**src/rtl/subtractor_serial_n.sv**
```systemverilog
// Bit-serial N-bit subtractor: LSB-first borrow chain, one bit per clock.
// Flags and difference update together when the last bit is processed.
module subtractor_serial_n #(
  parameter int N = 4
) (
  input  logic         CLK,
  input  logic         n_Reset,
  input  logic         Start,
  input  logic [N-1:0] A,
  input  logic [N-1:0] B,
  input  logic         Bin,
  output logic [N-1:0] Diff,
  output logic         Bout,
  output logic         Zero,
  output logic         V,
  output logic         Busy,
  output logic         Done
);

  localparam int CW = (N > 1) ? $clog2(N) : 1;

  typedef enum logic [1:0] {
    IDLE = 2'd0,
    RUN  = 2'd1,
    DONE = 2'd2
  } state_t;

  state_t         state;
  logic [N-1:0]   a_r;
  logic [N-1:0]   b_r;
  logic [N-1:0]   res;
  logic           br;
  logic [CW-1:0]  cnt;

  logic           ai;
  logic           bi;
  logic           d;
  logic           br_nxt;
  logic           last;
  logic [N-1:0]   res_nxt;

  // Operands shift right, so bit 0 is always the bit being processed
  always_comb begin
    ai      = a_r[0];
    bi      = b_r[0];
    d       = ai ^ bi ^ br;
    br_nxt  = (~ai & bi) | (~(ai ^ bi) & br);
    last    = (cnt == CW'(N - 1));
    res_nxt = (res >> 1) | (N'(d) << (N - 1));
  end

  always_ff @(posedge CLK or negedge n_Reset) begin
    if (!n_Reset) begin
      state <= IDLE;
      a_r   <= '0;
      b_r   <= '0;
      res   <= '0;
      br    <= 1'b0;
      cnt   <= '0;
      Diff  <= '0;
      Bout  <= 1'b0;
      Zero  <= 1'b0;
      V     <= 1'b0;
      Busy  <= 1'b0;
      Done  <= 1'b0;
    end else begin
      unique case (state)
        IDLE: begin
          if (Start) begin
            a_r   <= A;
            b_r   <= B;
            br    <= Bin;
            res   <= '0;
            cnt   <= '0;
            Busy  <= 1'b1;
            state <= RUN;
          end
        end
        RUN: begin
          a_r <= a_r >> 1;
          b_r <= b_r >> 1;
          br  <= br_nxt;
          res <= res_nxt;
          cnt <= cnt + CW'(1);
          // On the last bit, ai/bi are the operand sign bits
          if (last) begin
            Diff  <= res_nxt;
            Bout  <= br_nxt;
            Zero  <= (res_nxt == '0);
            V     <= (ai != bi) && (d != ai);
            Busy  <= 1'b0;
            Done  <= 1'b1;
            state <= DONE;
          end
        end
        DONE: begin
          Done  <= 1'b0;
          state <= IDLE;
        end
        default: begin
          Busy  <= 1'b0;
          Done  <= 1'b0;
          state <= IDLE;
        end
      endcase
    end
  end

endmodule

```
**config.mk**
```make
export PLATFORM = sky130hd
export DESIGN_NAME = subtractor_serial_n
export DESIGN_NICKNAME = d
export VERILOG_FILES = /design/src/rtl/subtractor_serial_n.sv
export SDC_FILE = /design/constraint.sdc
export NUM_CORES = 1
export LEC_CHECK = 0
export BUFFER_PORTS_ARGS = -buffer_cell sky130_fd_sc_hd__buf_4
export CORE_MARGIN = 5
export CORE_UTILIZATION = 48
export DETAILED_ROUTE_END_ITERATION = 10
export GPL_TIMING_DRIVEN = 0
export PLACE_DENSITY = 0.7
export SYNTH_ARGS = -nofsm -noshare
export SYNTH_HDL_FRONTEND = slang
export SYNTH_SLANG_ARGS = --single-unit
```
**constraint.sdc**
```tcl
create_clock -name CLK -period 1.6 [get_ports CLK]
set_clock_uncertainty 0.15 [all_clocks]
set_input_delay 0.24 -clock CLK [delete_from_list [all_inputs] [get_ports CLK]]
set_output_delay 0.24 -clock CLK [all_outputs]
set_load 0.01 [all_outputs]
```
==> results of run 1 <==
-- synth_stat cells --
cell,instances,area [um2]
a211oi_2,1,12.51
a21boi_0,1,7.510
a21oi_1,1,5.000
a22o_1,3,26.28
buf_1,1,3.750
buf_2,2,10.01
buf_6,2,22.52
dfrtp_1,25,625.6
fa_1,1,20.02
ha_1,2,25.02
inv_1,5,18.77
mux2_2,4,45.04
nand2_1,8,30.03
nand2b_1,2,12.51
nand3b_1,6,45.04
nand3b_4,1,20.02
nor2_1,3,11.26
nor2_2,1,6.260
nor2b_1,2,12.51
nor3_1,1,5.000
o21ai_0,8,40.04
o21ai_1,1,5.000
o21ba_4,1,16.27
o21bai_1,1,7.510
o221a_2,6,67.56
o22ai_1,1,6.260
o31ai_1,1,7.510
or4b_1,1,10.01
xor2_1,1,8.760
-- registers in the layout (all words and copies together) (netlist names) --
register and flops:
Busy 1, Done 1, state 2, Diff 4
res 3, Bout 1, Zero 1, V 1
cnt 2, br 1, a_r 4, b_r 4
-- per-layer routing --
metal / vias to the layer above / track usage, % / wire [um]
met1: 395 / 18.21 / 1027
met3: 2 / 2.851 / 94
met4: 0 / 5.502 / 11
met2: 15 / 23.76 / 1057
li1: 395 / - / -
met5: - / 0 / 0
-- worst min-delay path: cells and delay by family --
| family | cells | cell delay [ns] |
|---|---|---|
| AO/OA/AOI/OAI | 1 | 0.07 |
| buffers and inverters | 1 | 0.11 |
| AND/OR/NAND/NOR | 1 | 0.05 |
-- final timing paths --
kind	start	end	slack, ns
setup / recovery	br	Zero	-0.18
hold / removal	B[3]	b_r[3]	0.04
setup reg to reg	br	Zero	-0.18
hold reg to reg	V	V	0.34
max in group asynchronous	n_Reset	b_r[1]	0.87
min in group asynchronous	n_Reset	Done	0.19
-- cell type report --
class / count / area share, %
plain buffers: 5 / 2.544
clock buffers: 4 / 1.842
inverters: 5 / 1.316
multi-input cells: 58 / 32.11
flip-flops and latches: 25 / 43.86
well taps: 28 / 2.456
repair buffers: 29 / 15.88
-- what timing repair did --
action,4_1_cts,5_1_grt
buffers inserted,4,3
setup endpoints to repair,2,3
gates cloned,0,0
resized for setup,2,3
hold buffers,1,1
endpoints found under the hold margin,25,1
pin swaps,2,2
-- where the power goes --
group / internal, mW / switching [mW] / total, mW
registers: 0.917 / 0.194 / 1.11
clock network: 0.0973 / 0.179 / 0.276
logic: 0.828 / 0.626 / 1.45
total: 1.84 / 0.999 / 2.84
-- logic make-up after synthesis --
group	count (synthesis)	synth area share [%]
XOR/XNOR	1	0.7728
flip-flops	25	55.19
AND/OR/NAND/NOR	25	13.47
AO/OA/AOI/OAI	25	17.77
adder cells (fa/ha/maj)	3	3.973
buffers and inverters	10	4.856
multiplexers	4	3.973
-- placed cells by master (no fill, tap or decap), types with 2 or more instances in the layout --
cell	count
clkbuf_4	3
buf_2	2
nor2_1	2
o221a_2	6
dlygate4sd3_1	2
dfrtp_1	25
o21ai_0	7
nand2b_1	2
inv_1	4
o21ai_1	2
nand2_1	8
nor2b_1	2
buf_6	3
a22o_1	3
buf_4	26
ha_1	2
nand3b_1	6
mux2_2	4
nor2_2	2
==> flow_summary.yaml, run 1 <==
outcome:
  status: "finished with violations"
  violations: "negative setup slack"
timing:
  hold-worst-slack_ns: 0.03829
  rsz0062_at_grt: "yes"
  worstMarginPinSlew_ns: 0.4081
  setup_viol: 2
  hold_viol: 0
  fmaxAchievable_ghz: 0.5633
  finalCritPeriodShare_pct: 111.0
  fin_crit_ns: 1.775
  max_slew_margin_pct: 72.74
  maxSlewViolCount: 0
  final.setup.tns_ns: -0.3101
  fin_ws_ns: -0.1753
global_routing:
  grt_pass1_wl_um: 3726
  grt_usage_pct: 14.25
  grt_pass1_vias: 819
  grt_overflow_total: 0
  grt_max_degree: 26
  antenna_found_initial: 0
critical_path:
  crit_cells: 3
  crit_required_ns: 1.70
  path_class: "register to register"
  r2r_cells: 3
  cp_num_buf_inv: 0
  crit_path_max_incr_delay_ns: 0.59
  path_max_fanout: 2
  cp_data_arrival_time_ns: 1.88
  cp-start-kind: "register"
  cp_top_family: "adder cells"
  worstPathCellList: "fa_2, or4b_1, o21ai_1"
  slowest_stage: "fa_2"
  worst_setup_path_end_kind: "register"
drt:
  dr.pass1.iters: 6
  vias: 807
  drtAntennaViolNets: 0
  drc_errors: 0
  wl_um: 2190
  first_iter_violations: 11
  wl_per_cell_um: 14.22
  viasPerCell: 5.240
layout:
  multi_input_area_um2: 457.9
  fin_area_um2: 1426
  antennaDiodeCount: 0
  nNetsFinal: 142
  drive_above_1_share_pct: 40.48
  fill_cells: 176
  seqCellArea_um2: 625.6
  post-route-util_pct: 63.87
  final_cells: 154
  area_growth_pct: 25.83
power_and_ir_drop:
  pwr_density_cell_nw_per_um2: 1992
  p_total_mw: 2.842
  max-vdd-ir-drop_uv: 1134
  p_leak_nw: 0.6858
min_path:
  hp-class: "input port to register"
  hold_depth: 3
placed_design:
  place_area_um2: 1319
  place_congestion: 0.7304
  dp_hpwl_um: 1534
  dp_cells: 141
  io_buffers: 20
  dp_worst_setup_slack_ns: -0.2280
clocking:
  clock-sinks: 25
  root_buffer: "clkbuf_4"
  cts_tree: "yes"
  clkLatencyLatePin_ns: 0.31
  cts_max_level: 1
  cts_made_buffers: 3
  clockBufferDepth: 2
  clk_pin_slew_ns: 0.13
die:
  fp.dieH_um: 58.60
  die_area_um2: 3433
  coreArea_um2: 2233
  ios: 21
  rows: 17
  die_w_um: 58.60
  start_util_pct: 50.76
synth:
  yosys_warnings: 0
  syn-num-nets: 108
  synth_cells: 93
  synth_cell_types: 29
  ys_seq_area_share_pct: 55.19
  avgSynthCellArea_um2: 12.19
  ys_seq_elements: 25
  post_synth_instance_area_um2: 1134
run:
  drv_cap: 0
Note: power is estimated with default switching activity, not from simulation.
==> run 2, diff against run 1 <==
- CORE_ASPECT_RATIO: not set -> 1.75
==> run 2 against run 1 <==
  * The flow still finishes with violations (negative setup slack)
  * Critical path depth stayed put
  * Die area is 1.1% higher
  * Sequential power hardly changed
  * Critical endpoint unchanged
  * Largest power group unchanged
==> flow_summary.yaml, run 2 (synthesis results as in run 1) <==
power_and_ir_drop:
  combPwrFrac_pct: 47.4
  p_clk_share_pct: 12.8
  seqPwrFrac_pct: 39.8
  p_leak_nw: 0.6765
  switchingPower_mw: 0.9683
  swShare_pct: 34.33
  p_int_mw: 1.852
  max-vdd-ir-drop_uv: 941.9
  pwr_density_cell_nw_per_um2: 2000
timing:
  worstMarginPinSlew_ns: 0.3774
  hold_viol: 0
  maxSlewViolCount: 0
  max_slew_margin_pct: 74.79
  fmaxAchievable_ghz: 0.5531
  hold-worst-slack_ns: 0.07702
  setup_viol: 2
  fin_crit_ns: 1.808
  fin_ws_ns: -0.2081
  rsz0062_at_grt: "yes"
  finalCritPeriodShare_pct: 113.0
critical_path:
  path_class: "register to register"
  cp_data_arrival_time_ns: 1.86
  regToRegStartpoint: "br"
  cp-start-kind: "register"
  slowest_stage: "fa_2"
  crit_required_ns: 1.65
  crit_path_max_incr_delay_ns: 0.61
  path_max_fanout: 4
  worst_setup_path_end_kind: "register"
  worstPathCellList: "fa_2, or4b_4, o21ai_2"
  critPathLaunch: "br"
layout:
  antennaDiodeCount: 0
  nNetsFinal: 138
  final_cell_mix: "dfrtp_1 (25), buf_4 (24), nand2_1 (8), o21ai_0 (8)"
  area_growth_pct: 24.39
  top_regs: "Diff x4, a_r x4, b_r x4"
  fill_cells: 181
  drive_above_1_share_pct: 40.16
  post-route-util_pct: 62.03
  final_common_cell: "dfrtp_1"
placed_design:
  dp_hpwl_um: 1598
  dp_worst_setup_slack_ns: -0.2251
  place_congestion: 0.7038
  io_buffers: 20
die:
  die_area_um2: 3472
  rows: 23
  start_util_pct: 49.86
  ios: 21
  fp.dieH_um: 74.29
  coreArea_um2: 2273
  die_w_um: 46.74
run:
  drv_cap: 0
global_routing:
  antenna_found_initial: 0
  grt_pass1_vias: 801
  grt_usage_pct: 13.81
  grt_max_degree: 26
  grt_pass1_wl_um: 3456
  grt_overflow_total: 0
drt:
  wl_um: 2117
  wl_per_cell_um: 14.40
  viasPerCell: 5.463
  vias: 803
  drtAntennaViolNets: 0
  drc_errors: 0
  first_iter_violations: 24
  dr.pass1.iters: 4
clocking:
  root_buffer: "clkbuf_8"
  clockBufferDepth: 2
  clk_pin_slew_ns: 0.08
  clkLatencyLatePin_ns: 0.26
  cts_tree: "yes"
  cts_max_level: 1
  cts_made_buffers: 3
  clock-sinks: 25
outcome:
  violations: "negative setup slack"
  status: "finished with violations"
min_path:
  hp-class: "input port to register"
  hold_start: "A[3]"
## run 2: worst max-delay path, delay by kind of cell (launching register included)
kind,cells,cell delay [ns]
flip-flops,1,0.41
AO/OA/AOI/OAI,1,0.11
adder cells (fa/ha/maj),1,0.61
AND/OR/NAND/NOR,1,0.46
## run 2: power by group through the flow
stage | Combinational, mW | Sequential [mW] | Clock [mW]
2_1_floorplan | 0.804 | 1.14 | 0
3_3_place_gp | 1.16 | 1.12 | 0
3_5_place_dp | 1.20 | 1.14 | 0
4_1_cts | 1.24 | 1.12 | 0.368
5_1_grt | 1.47 | 1.16 | 0.391
6_report | 1.34 | 1.12 | 0.360
## run 2: repair_timing
item / 4_1_cts / 5_1_grt
pin swaps: 1 / 1
hold buffers: 1 / 0
cloned: 0 / 0
setup endpoints to repair: 2 / 1
hold endpoints to repair: 25 / 0
setup buffers: 1 / 3
resized for setup: 2 / 2
## run 2: final cells by class
type | instances | area, um2 | share of cell area (%)
inverters | 5 | 18.77 | 1.331
clock buffers | 4 | 45.04 | 3.194
multi-input cells | 58 | 462.9 | 32.83
repair buffers | 25 | 190.2 | 13.49
flip-flops and latches | 25 | 625.6 | 44.37
well taps | 25 | 31.28 | 2.218
plain buffers | 5 | 36.28 | 2.573
## run 2: worst paths after layout
check                         end  slack [ns]  cells after the start
max                          Zero       -0.21                      3
min in group asynchronous       V        0.26                      2
min reg2reg                  Zero        0.34                      2
min                        a_r[3]        0.08                      3
max in group asynchronous  b_r[1]        0.81                      2
max reg2reg                  Zero       -0.21                      3
## run 2: metrics by stage
| step | instances | setup TNS, ns | cell area (um2) | power [mW] |
|---|---|---|---|---|
| finish | 147 | -0.2645 | 1410 | 2.820 |
| global route | 147 | -0.3299 | 1410 | 3.020 |
| CTS | 144 | -0.2108 | 1380 | 2.737 |
| detailed placement | 138 | -0.2251 | 1315 | 2.339 |
| global placement | 138 | -0.2062 | 1315 | 2.282 |
| floorplan | 93 | -0.1275 | 1134 | 1.941 |
## run 2: routing by layer
layer  share of wire, %  global-route usage [%]
met1                 39                   15.25
met4                1.7                   6.462
met5                  0                       0
met2                 54                   24.69
met3                5.6                   2.179
==> run 3, diff against run 2 <==
==> constraint.sdc (replaced) <==
create_clock -name CLK -period 1.6 [get_ports CLK]
set_clock_uncertainty 0.15 [all_clocks]
set_input_delay 0.08 -clock CLK [delete_from_list [all_inputs] [get_ports CLK]]
set_output_delay 0.08 -clock CLK [all_outputs]
set_load 0.01 [all_outputs]
==> run 3 against run 2 <==
  * The run still ends with negative setup slack left
  * Via count up 2.5%
  * Sequential power about the same
  * Global-route usage up 0.38 points
  * Clock power about the same
  * Wire length up 3.0%
  * Cell count up 2.7%
  * Combinational power about the same
  * Critical path depth unchanged
  * Largest cell class unchanged
  * Largest power group unchanged
==> flow_summary.yaml, run 3 (synthesis results as in run 1) <==
critical_path:
  cp_num_buf_inv: 0
  crit_path_max_incr_delay_ns: 0.61
  worst_setup_path_end_kind: "register"
  r2r-end: "Zero"
  slowest_stage: "fa_2"
  crit_cells: 3
  path_max_fanout: 4
  path_class: "register to register"
  cp-start-kind: "register"
  endpoint: "Zero"
  r2r_slack_ns: -0.21
  r2r_cells: 3
  regToRegStartpoint: "br"
  critPathLaunch: "br"
  cp_top_family: "adder cells"
  crit_required_ns: 1.65
  worstPathCellList: "fa_2, or4b_4, o21ai_2"
  cp_data_arrival_time_ns: 1.86
drt:
  drtAntennaViolNets: 0
  wl_um: 2180
  viasPerCell: 5.450
  wl_met1_um: 849
  met2_wirelength_um: 1187
  first_iter_violations: 21
  wl_met3_um: 108
  wl_per_cell_um: 14.44
  drc_errors: 0
  top_layer: "met4"
  vias: 823
  dr.pass1.iters: 4
timing:
  maxSlewViolCount: 0
  fin_ws_ns: -0.2100
  fmaxAchievable_ghz: 0.5525
  worstMarginPinSlew_ns: 0.3791
  fin_crit_ns: 1.810
  rsz0062_at_grt: "yes"
  hold_viol: 0
  setup_viol: 2
  max_slew_margin_pct: 74.63
  finalCritPeriodShare_pct: 113.1
power_and_ir_drop:
  p_total_mw: 2.830
  swShare_pct: 34.33
  p_clk_share_pct: 12.7
  max-vdd-ir-drop_uv: 942.8
  combPwrFrac_pct: 47.5
  seqPwrFrac_pct: 39.7
  p_int_mw: 1.858
  pwr_density_cell_nw_per_um2: 1952
  switchingPower_mw: 0.9716
  p_leak_nw: 0.6932
run:
  drv_cap: 0
layout:
  fill_cells: 177
  final_cell_mix: "dfrtp_1 (25), buf_4 (24), nand2_1 (8), o21ai_0 (8)"
  nNetsFinal: 142
  post-route-util_pct: 63.79
  seqCellArea_um2: 625.6
  antennaDiodeCount: 0
  multi_input_area_um2: 462.9
  drive_above_1_share_pct: 38.89
  final_cells: 151
  final_common_cell: "dfrtp_1"
  top_regs: "Diff x4, a_r x4, b_r x4"
  area_growth_pct: 27.92
placed_design:
  place_congestion: 0.7038
  dp_cells: 138
  io_buffers: 20
  dp_worst_setup_slack_ns: -0.2251
  dp_hpwl_um: 1598
die:
  start_util_pct: 49.86
  rows: 23
  ios: 21
  fp.dieH_um: 74.29
  die_area_um2: 3472
  coreArea_um2: 2273
  die_w_um: 46.74
min_path:
  hp-class: "input port to register"
clocking:
  root_buffer: "clkbuf_8"
  clkLatencyLatePin_ns: 0.26
  cts_tree: "yes"
  cts_made_buffers: 3
  clock-sinks: 25
  cts_max_level: 1
  clockBufferDepth: 2
  clk_pin_slew_ns: 0.08
global_routing:
  grt_usage_pct: 14.19
  antenna_found_initial: 0
  grt_pass1_vias: 824
  grt_max_degree: 26
  grt_overflow_total: 0
  grt_pass1_wl_um: 3560
outcome:
  status: "finished with violations"
  violations: "negative setup slack"
-- run 3: per-layer routing --
layer / vias to the layer above / global-route usage, %
li1: 395 / -
met1: 405 / 15.72
met2: 19 / 25.46
met3: 4 / 2.179
met4: 0 / 6.462
met5: - / 0
-- run 3: repair_timing --
item | in CTS | in global routing
resized for setup | 2 | 2
endpoints found under the hold margin | 29 | 0
pin swaps | 1 | 1
hold buffers | 5 | 0
setup endpoints to repair | 2 | 1
buffers inserted | 1 | 3
-- run 3: how the worst min path moves through the flow --
stage / from / end / slack (ns) / depth (start not counted)
global placement: n_Reset / br / -0.16 / 1
CTS: B[0] / b_r[0] / 0.02 / 3
global route: B[0] / b_r[0] / 0.02 / 3
finish: B[0] / b_r[0] / 0.02 / 3
floorplan: n_Reset / Bout / -0.37 / 0
detailed placement: n_Reset / br / -0.15 / 1
-- run 3: per-stage QoR --
stage | cell area (um2) | TNS, ns | hold slack, ns
5_1_grt | 1450 | -0.3316 | 0.01870
6_report | 1450 | -0.2673 | 0.01637
3_5_place_dp | 1315 | -0.2251 | -0.1494
2_1_floorplan | 1134 | -0.1275 | -0.3656
3_3_place_gp | 1315 | -0.2062 | -0.1558
4_1_cts | 1420 | -0.2108 | 0.01733
-- run 3: power by group through the flow --
stage	combinational, mW	sequential (mW)	clock, mW
2_1_floorplan	0.804	1.14	0
3_3_place_gp	1.16	1.12	0
3_5_place_dp	1.20	1.14	0
4_1_cts	1.25	1.12	0.368
5_1_grt	1.48	1.16	0.388
6_report	1.35	1.12	0.360
-- run 3: worst register-to-register path: cells and delay by family, from the launching register on --
kind            cells  cell delay (ns)
simple gates        1             0.47
flops               1             0.41
fa+ha+maj           1             0.61
compound gates      1             0.11
-- run 3: cell type report --
| cell class | count | share of cell area [%] |
|---|---|---|
| inverter | 5 | 1.294 |
| clock buffer | 4 | 3.106 |
| sequential | 25 | 43.14 |
| tap | 25 | 2.157 |
| multi-input combinational | 58 | 31.92 |
| timing repair buffer | 29 | 15.88 |
| buffer | 5 | 2.502 |
